<file path="src/rtl/otter_mem_pkg.sv">
// Shared types for the backing-memory port arbiter.
package otter_mem_pkg;
  localparam int DEF_WORDS_PER_LINE = 4;

  typedef enum logic [2:0] {IDLE, ADDR, RBURST, WBURST, DONE} arb_state_t;
  typedef enum logic {REQ_IC, REQ_DC} requester_t;
endpackage

</file>
<file path="src/rtl/rr_arbiter2.sv">
// Two-way round-robin pick between the I-cache and D-cache refill paths.
module rr_arbiter2 (
  input  logic req_ic,
  input  logic req_dc,
  input  logic last_dc,
  output logic gnt_vld,
  output logic gnt_dc
);
  always_comb begin
    gnt_vld = req_ic | req_dc;
    gnt_dc  = 1'b0;
    if (req_ic && req_dc) gnt_dc = ~last_dc;
    else if (req_dc)      gnt_dc = 1'b1;
  end
endmodule

</file>
<file path="src/rtl/mem_port_arbiter.sv">
// Shares the single backing-memory port between I-cache refills and D-cache
// refills/write-backs; each grant runs one address phase plus a full-line burst.
module mem_port_arbiter
  import otter_mem_pkg::*;
#(
  parameter int WORDS_PER_LINE = DEF_WORDS_PER_LINE,
  parameter int OFFSET_BITS    = $clog2(WORDS_PER_LINE) + 2
) (
  input  logic                              CLK,
  input  logic                              RST_N,
  input  logic                              IC_REQ,
  input  logic [31:0]                       IC_ADDR,
  output logic [31:0]                       IC_RDATA,
  output logic                              IC_RVALID,
  output logic                              IC_DONE,
  input  logic                              DC_REQ,
  input  logic                              DC_WE,
  input  logic [31:0]                       DC_ADDR,
  input  logic [31:0]                       DC_WDATA,
  output logic [31:0]                       DC_RDATA,
  output logic                              DC_RVALID,
  output logic                              DC_DONE,
  output logic [$clog2(WORDS_PER_LINE)-1:0] BEAT_IDX,
  output logic                              BUSY,
  output logic                              MM_REQ,
  output logic                              MM_WE,
  output logic [31:0]                       MM_ADDR,
  input  logic                              MM_ACK,
  output logic [31:0]                       MM_WDATA,
  output logic                              MM_WVALID,
  input  logic                              MM_WREADY,
  input  logic [31:0]                       MM_RDATA,
  input  logic                              MM_RVALID
);
  localparam int              BW        = $clog2(WORDS_PER_LINE);
  localparam logic [BW-1:0]   LAST_BEAT = BW'(WORDS_PER_LINE - 1);
  localparam logic [31:0]     LINE_MASK = ~((32'd1 << OFFSET_BITS) - 32'd1);

  arb_state_t    state;
  requester_t    owner;
  requester_t    last_grant;
  logic          we_q;
  logic [31:0]   addr_q;
  logic [BW-1:0] beat;

  logic        gnt_vld, gnt_dc;
  logic [31:0] sel_addr;

  rr_arbiter2 u_rr (
    .req_ic  (IC_REQ),
    .req_dc  (DC_REQ),
    .last_dc (last_grant == REQ_DC),
    .gnt_vld (gnt_vld),
    .gnt_dc  (gnt_dc)
  );

  assign sel_addr = gnt_dc ? DC_ADDR : IC_ADDR;

  always_ff @(posedge CLK) begin
    if (!RST_N) begin
      state      <= IDLE;
      owner      <= REQ_IC;
      last_grant <= REQ_IC;
      we_q       <= 1'b0;
      addr_q     <= '0;
      beat       <= '0;
    end else begin
      case (state)
        IDLE: if (gnt_vld) begin
          owner      <= gnt_dc ? REQ_DC : REQ_IC;
          last_grant <= gnt_dc ? REQ_DC : REQ_IC;
          we_q       <= gnt_dc & DC_WE;
          addr_q     <= sel_addr & LINE_MASK;
          beat       <= '0;
          state      <= ADDR;
        end
        ADDR: if (MM_ACK) begin
          beat  <= '0;
          state <= we_q ? WBURST : RBURST;
        end
        RBURST: if (MM_RVALID) begin
          if (beat == LAST_BEAT) begin
            beat  <= '0;
            state <= DONE;
          end else begin
            beat <= beat + BW'(1);
          end
        end
        WBURST: if (MM_WREADY) begin
          if (beat == LAST_BEAT) begin
            beat  <= '0;
            state <= DONE;
          end else begin
            beat <= beat + BW'(1);
          end
        end
        DONE:    state <= IDLE;
        default: state <= IDLE;
      endcase
    end
  end

  // Read beats are forwarded combinationally so the cache sees data the cycle memory returns it.
  logic rd_fire;
  assign rd_fire   = (state == RBURST) && MM_RVALID;
  assign IC_RVALID = rd_fire && (owner == REQ_IC);
  assign DC_RVALID = rd_fire && (owner == REQ_DC);
  assign IC_RDATA  = IC_RVALID ? MM_RDATA : '0;
  assign DC_RDATA  = DC_RVALID ? MM_RDATA : '0;
  assign IC_DONE   = (state == DONE) && (owner == REQ_IC);
  assign DC_DONE   = (state == DONE) && (owner == REQ_DC);

  assign BEAT_IDX  = beat;
  assign BUSY      = (state != IDLE);
  assign MM_REQ    = (state == ADDR);
  assign MM_WE     = BUSY & we_q;
  assign MM_ADDR   = BUSY ? addr_q : '0;
  assign MM_WVALID = (state == WBURST);
  assign MM_WDATA  = MM_WVALID ? DC_WDATA : '0;
endmodule

</file>
<file path="config.mk">
export PLATFORM = sky130hd
export DESIGN_NAME = mem_port_arbiter
export DESIGN_NICKNAME = d
export VERILOG_FILES = /design/src/rtl/otter_mem_pkg.sv /design/src/rtl/rr_arbiter2.sv /design/src/rtl/mem_port_arbiter.sv
export SDC_FILE = /design/constraint.sdc
export NUM_CORES = 1
export LEC_CHECK = 0
export ABC_AREA = 1
export ABC_CLOCK_PERIOD_IN_PS = 1700
export BUFFER_PORTS_ARGS = -buffer_cell sky130_fd_sc_hd__buf_2
export CAP_MARGIN = 30
export CORE_AREA = 2 2 105 107
export CTS_CLUSTER_DIAMETER = 100
export CTS_CLUSTER_SIZE = 24
export DETAILED_ROUTE_END_ITERATION = 10
export DIE_AREA = 0 0 107 109
export HOLD_SLACK_MARGIN = 0.03
export MAX_ROUTING_LAYER = met4
export SYNTH_ARGS = -nofsm -noshare
export SYNTH_HDL_FRONTEND = slang
export SYNTH_SLANG_ARGS = --single-unit
</file>
<file path="constraint.sdc">
create_clock -name CLK -period 1.7 [get_ports CLK]
set_clock_uncertainty 0.15 [all_clocks]
set_input_delay 0.34 -clock CLK [delete_from_list [all_inputs] [get_ports CLK]]
set_output_delay 0.34 -clock CLK [all_outputs]
set_load 0.02 [all_outputs]
</file>
Yosys cells after proc, flatten, opt, wreduce, memory -nomap -nowiden
Cells that the tools add are included.
{"block": "totals", "register_bits": 35, "latch_bits": 0, "mem_bits_rw": 0, "rom_bits": 0, "in_bits": 136, "out_inout_bits": 138, "wordCells": 52, "n_memories": 0}
{"block": "classes", "addsub": 1, "mul": 0, "div_mod_pow": 0, "n_lt_le_gt_ge": 0, "n_eq_ne": 9, "n_shift": 0, "mux": 21, "bitwise_logic": 4, "reduce_logical": 12}
{"operator": "32-bit two-way mux", "count": 5}
{"operator": "3-bit two-way mux", "count": 5}
{"operator": "3-bit case mux with 4 select lines", "count": 1}
{"operator": "2-bit two-way mux", "count": 5}
{"operator": "2-bit case mux with 4 select lines", "count": 1}
{"operator": "3-bit by 2-bit equality test with 1-bit output (second input constant)", "count": 2}
{"operator": "1-bit logical AND", "count": 6}
{"operator": "5-bit AND reduction", "count": 1}
{"operator": "1-bit two-way mux", "count": 4}
{"operator": "2-bit by 1-bit != test with 1-bit output (second input constant)", "count": 2}
{"operator": "2-bit != test (second input constant)", "count": 2}
{"operator": "4-bit AND reduction", "count": 1}
{"operator": "4-bit nonzero test", "count": 1}
{"operator": "3-bit by 1-bit equality test with 1-bit output (second input constant)", "count": 1}
{"operator": "3-bit equality test (second input constant)", "count": 1}
{"operator": "3-bit zero test", "count": 1}
{"operator": "3-bit nonzero test", "count": 1}
{"operator": "2-bit by 1-bit adder with 2-bit output (second input constant)", "count": 1}
{"operator": "1-bit AND", "count": 2}
{"operator": "2-bit equality test (second input constant)", "count": 1}
{"operator": "2-bit AND reduction", "count": 1}
{"operator": "1-bit inverter", "count": 1}
{"operator": "1-bit bitwise OR", "count": 1}

Longest topological paths before layout
{"block": "depth", "depth_word": 4, "mapped_depth": 8, "depth_no_buf": 8}

Hierarchy
A second synthesis with hierarchy kept.
{"block": "hier_totals", "cells_unflattened": 503, "hier_area_um2": 2810.2}
{"module": "mem_port_arbiter", "instances": 1, "cells_each": 500, "area_per_inst_um2": 2795.2, "seq_area_each_um2": 700.7}
{"module": "rr_arbiter2", "instances": 1, "cells_each": 3, "area_per_inst_um2": 15.0, "seq_area_each_um2": 0.0}

Worst setup path after synthesis
OpenSTA, ideal clock, no wires.
{"block": "synth_timing", "path_kind": "reg2out", "from": "register state[1]", "to": "output port IC_RDATA[10]", "arrival_ps": 1477, "required_time_ps": 1210, "path_slack_ps": -267, "stages_incl_launch_ff": 8, "n_path_buf": 1, "path_cell_list": "dfxtp_1 -> inv_2 -> nor2_4 -> nand3_2 -> nor2_2 -> inv_2 -> buf_6 -> nor2_1"}
{"block": "synth_between", "elab_chain_cells": 4}
{"item": "start: declaration", "line_no": "mem_port_arbiter.sv:39", "text": "arb_state_t state;"}
{"item": "start signal: assignment", "line_no": "mem_port_arbiter.sv:79", "text": "state <= we_q ? WBURST : RBURST;"}
{"item": "3-bit by 2-bit equality test with 1-bit output", "line_no": "mem_port_arbiter.sv:105", "text": "assign rd_fire = (state == RBURST) && MM_RVALID;"}
{"item": "1-bit logical AND", "line_no": "mem_port_arbiter.sv:105"}
{"item": "1-bit logical AND", "line_no": "mem_port_arbiter.sv:106", "text": "assign IC_RVALID = rd_fire && (owner == REQ_IC);"}
{"item": "via IC_RVALID", "line_no": "mem_port_arbiter.sv:14", "text": "output logic IC_RVALID,"}
{"item": "32-bit two-way mux", "line_no": "mem_port_arbiter.sv:108", "text": "assign IC_RDATA = IC_RVALID ? MM_RDATA : '0;"}
{"item": "end: declaration", "line_no": "mem_port_arbiter.sv:13", "text": "output logic [31:0] IC_RDATA,"}
The timed path passes the listed nets, and every way through them passes these cells.

Final worst setup path
{"block": "layout_timing", "from": "register state[1]", "to": "output port IC_RDATA[24]"}
{"block": "layout_between", "elab_chain_cells": 4}
{"item": "3-bit by 2-bit equality test with 1-bit output", "line_no": "mem_port_arbiter.sv:105"}
{"item": "1-bit logical AND", "line_no": "mem_port_arbiter.sv:105"}
{"item": "1-bit logical AND", "line_no": "mem_port_arbiter.sv:106"}
{"item": "32-bit two-way mux", "line_no": "mem_port_arbiter.sv:108"}
No other way between the ends.

==> flow_summary.ini <==
[outcome]
status = finished, violations left
failed_checks = setup timing

[route]
wl_per_cell_um = 14.14
drt_iter0_drc = 136
drc_errors = 0
dr.pass1.iters = 4
postRouteAntennaNets = 0
via_per_inst = 4.417
vias = 3940
drt-total-wl_mm = 12.62

[final_layout]
antenna_cells = 0
stdcell_count = 892
nets = 888
area_delta_synth_final_pct = 126.7
fin_area_um2 = 5899
drive_gt1_share_pct = 60.11

[clock_network]
clk_pin_slew_worst_paths_ps = 80
cts_made_buffers = 5
clock_sinks = 35
cts-root-buf = clkbuf_8
clock_latency_ps = 280
cts_tree = built
htreeDepth = 2
clockBufferDepth = 2

[critical_path]
path_max_fanout = 14
timing.rr.start = state[1]
critical_path_arrival_ps = 1480
reg2regPathDepth = 10
worstReg2RegEnd = addr_q[4]
slowest_stage = dfxtp_4
cpPeakStageDelay_ps = 360
reg2reg_slack_ps = -210
worstSetupEndpointType = output port
path_common_cell = nor2_4
crit_type = reg2out
start_kind = flop
required_ps = 1210
crit_chain = inv_4 > nor2_4 > nand3_4 > nor2_4 > inv_4 > buf_12 > nor2_4 > buf_6

[sta]
rsz0062_at_grt = true
period_share_pct = 116.0
setup_ws_ps = -271.8
setup_violations = 158
timing.fmax_mhz = 507.2
worst-slew-pin-transition_ps = 704.0
hold_ws_ps = 150.0
hold_viol_final = 0
relSlewSlack_pct = 53.00
maxSlewViolCount = 0
timing.final.crit_period_ps = 1972

[global_routing]
grt_pass1_vias = 3629
globalRouteOverflowTotal = 0
grt_usage_pct = 19.13
grt_max_degree = 34
antenna_found_initial = 0
grt_pass1_wl_mm = 17.46

[hold_path]
min_path_type = in2reg
hold-path-endpoint = addr_q[24]
hp-start = DC_ADDR[24]
min_delay_path_depth = 3

[logic_synthesis]
synth_edf_count = 0
synthCells = 464
synth-async-reset-ratio_pct = 0
ys_types = 25
yosys-top-cells-area = dfxtp_1 27%, nor2_1 20%, inv_1 15%, a21oi_1 11%, nand2_1 6.5%
syn_area_um2 = 2602
postSynthAreaPerCell_um2 = 5.609
synth_common_cells = 138 x nor2_1, 104 x inv_1, 58 x a21oi_1
ys_warn_count = 0
ys.flop_type = dfxtp_1
synth_top_cell_by_area = dfxtp_1
yosysMostFrequentCell = nor2_1
yosysTopAreaCellShare_pct = 26.92
synth-seq-cells = 35
ys_seq_area_share_pct = 26.92

[pwr]
p_per_area_nw_per_um2 = 1134
fin_total_pwr_mw = 6.690
peakVddDrop_v = 0.0008279
power.leakage_nw = 3.015

[job]
max-cap-violations = 0

[floorplan]
coreArea_um2 = 10600
die_x_um = 107
die-area_um2 = 11660
dieHeight_um = 109
initial_utilization_pct = 24.55
io_pins = 274
rows = 38

[placed_design]
dp_cells = 864
dp_hpwl_mm = 8.294
place_area_um2 = 4750
place_congestion = 0.8491
port_buffers = 261
-- critical path: cells and delay by family, from the launching register on --
kind                   cells  cell delay [ps]
buffers and inverters      4              400
flip-flops                 1              360
AND/OR/NAND/NOR            4              420
-- state kept, by name, summed over array words and instances, names as in the netlist --
register / flops
addr_q: 28
state: 3
BEAT_IDX: 2
last_grant: 1
we_q: 1
-- worst max-delay path by stage --
stage,from,endpoint,slack [ps],depth (start not counted)
after CTS,state[1],DC_RDATA[10],-290,8
after global routing,state[1],DC_RDATA[10],-370,8
after detailed placement,state[1],IC_RDATA[31],-20,8
after floorplan,state[1],DC_RDATA[11],-40,7
final,state[1],IC_RDATA[24],-270,8
after global placement,state[0],MM_ADDR[30],-7,7
-- what timing repair did --
| item | in CTS | in global routing |
|---|---|---|
| cloned | 1 | 7 |
| endpoints found under the hold margin | 0 | 0 |
| setup buffers | 5 | 7 |
| resized for setup | 195 | 58 |
| hold buffers | 0 | 0 |
| setup endpoints to repair | 129 | 161 |
| pin swaps | 3 | 4 |
-- cells by family after synthesis --
group,count (synthesis),share of synthesized area (%)
AO/OA/AOI/OAI,89,17.36
AND/OR/NAND/NOR,200,31.30
adder cells (fa/ha/maj),1,0.4807
flip-flops,35,26.92
other,1,0.1441
buffers and inverters,138,23.80
-- where the power goes --
group	switching (mW)	leakage [nW]	internal, mW	total [mW]
registers	0.188	0.292	1.17	1.36
logic	2.59	2.67	2.07	4.66
clock network	0.304	0.0515	0.370	0.674
-- placed cells by master (no fill, tap or decap), drive strengths merged --
master	count
buf	302
nor2	144
inv	108
a21oi	59
nand2	46
dfxtp	35
o21ai	29
clkbuf	13
nand3	6
conb	4
nor3	2
nand3b	1
or2	1
o21bai	1
ha	1
-- routing by layer --
| metal | up-vias | GRT usage [%] | wire, um |
|---|---|---|---|
| met5 | - | - | 0 |
| met4 | 0 | 4.917 | 187 |
| met3 | 18 | 3.586 | 762 |
| met2 | 184 | 35.71 | 6802 |
| met1 | 1806 | 20.90 | 4864 |
| li1 | 1932 | - | - |
-- through the flow --
stage               setup slack (ps)  utilization, %  TNS, ps
global route                  -371.7           55.64   -45630
CTS                           -292.3           51.85   -29570
finish                        -271.8           55.64   -32650
floorplan                     -42.67               -    -2150
global placement              -7.106           44.80   -15.27
detailed placement            -24.99           44.80   -447.0
-- cell type report --
cell class / instances / area [um2]
multi-input cells: 294 / 1978
well taps: 140 / 175.2
repair buffers: 307 / 2511
inverters: 108 / 425.4
fillers: 955 / 4703
clock buffers: 8 / 100.1
flip-flops and latches: 35 / 709.4
Note: power is estimated with default switching activity, not from simulation.
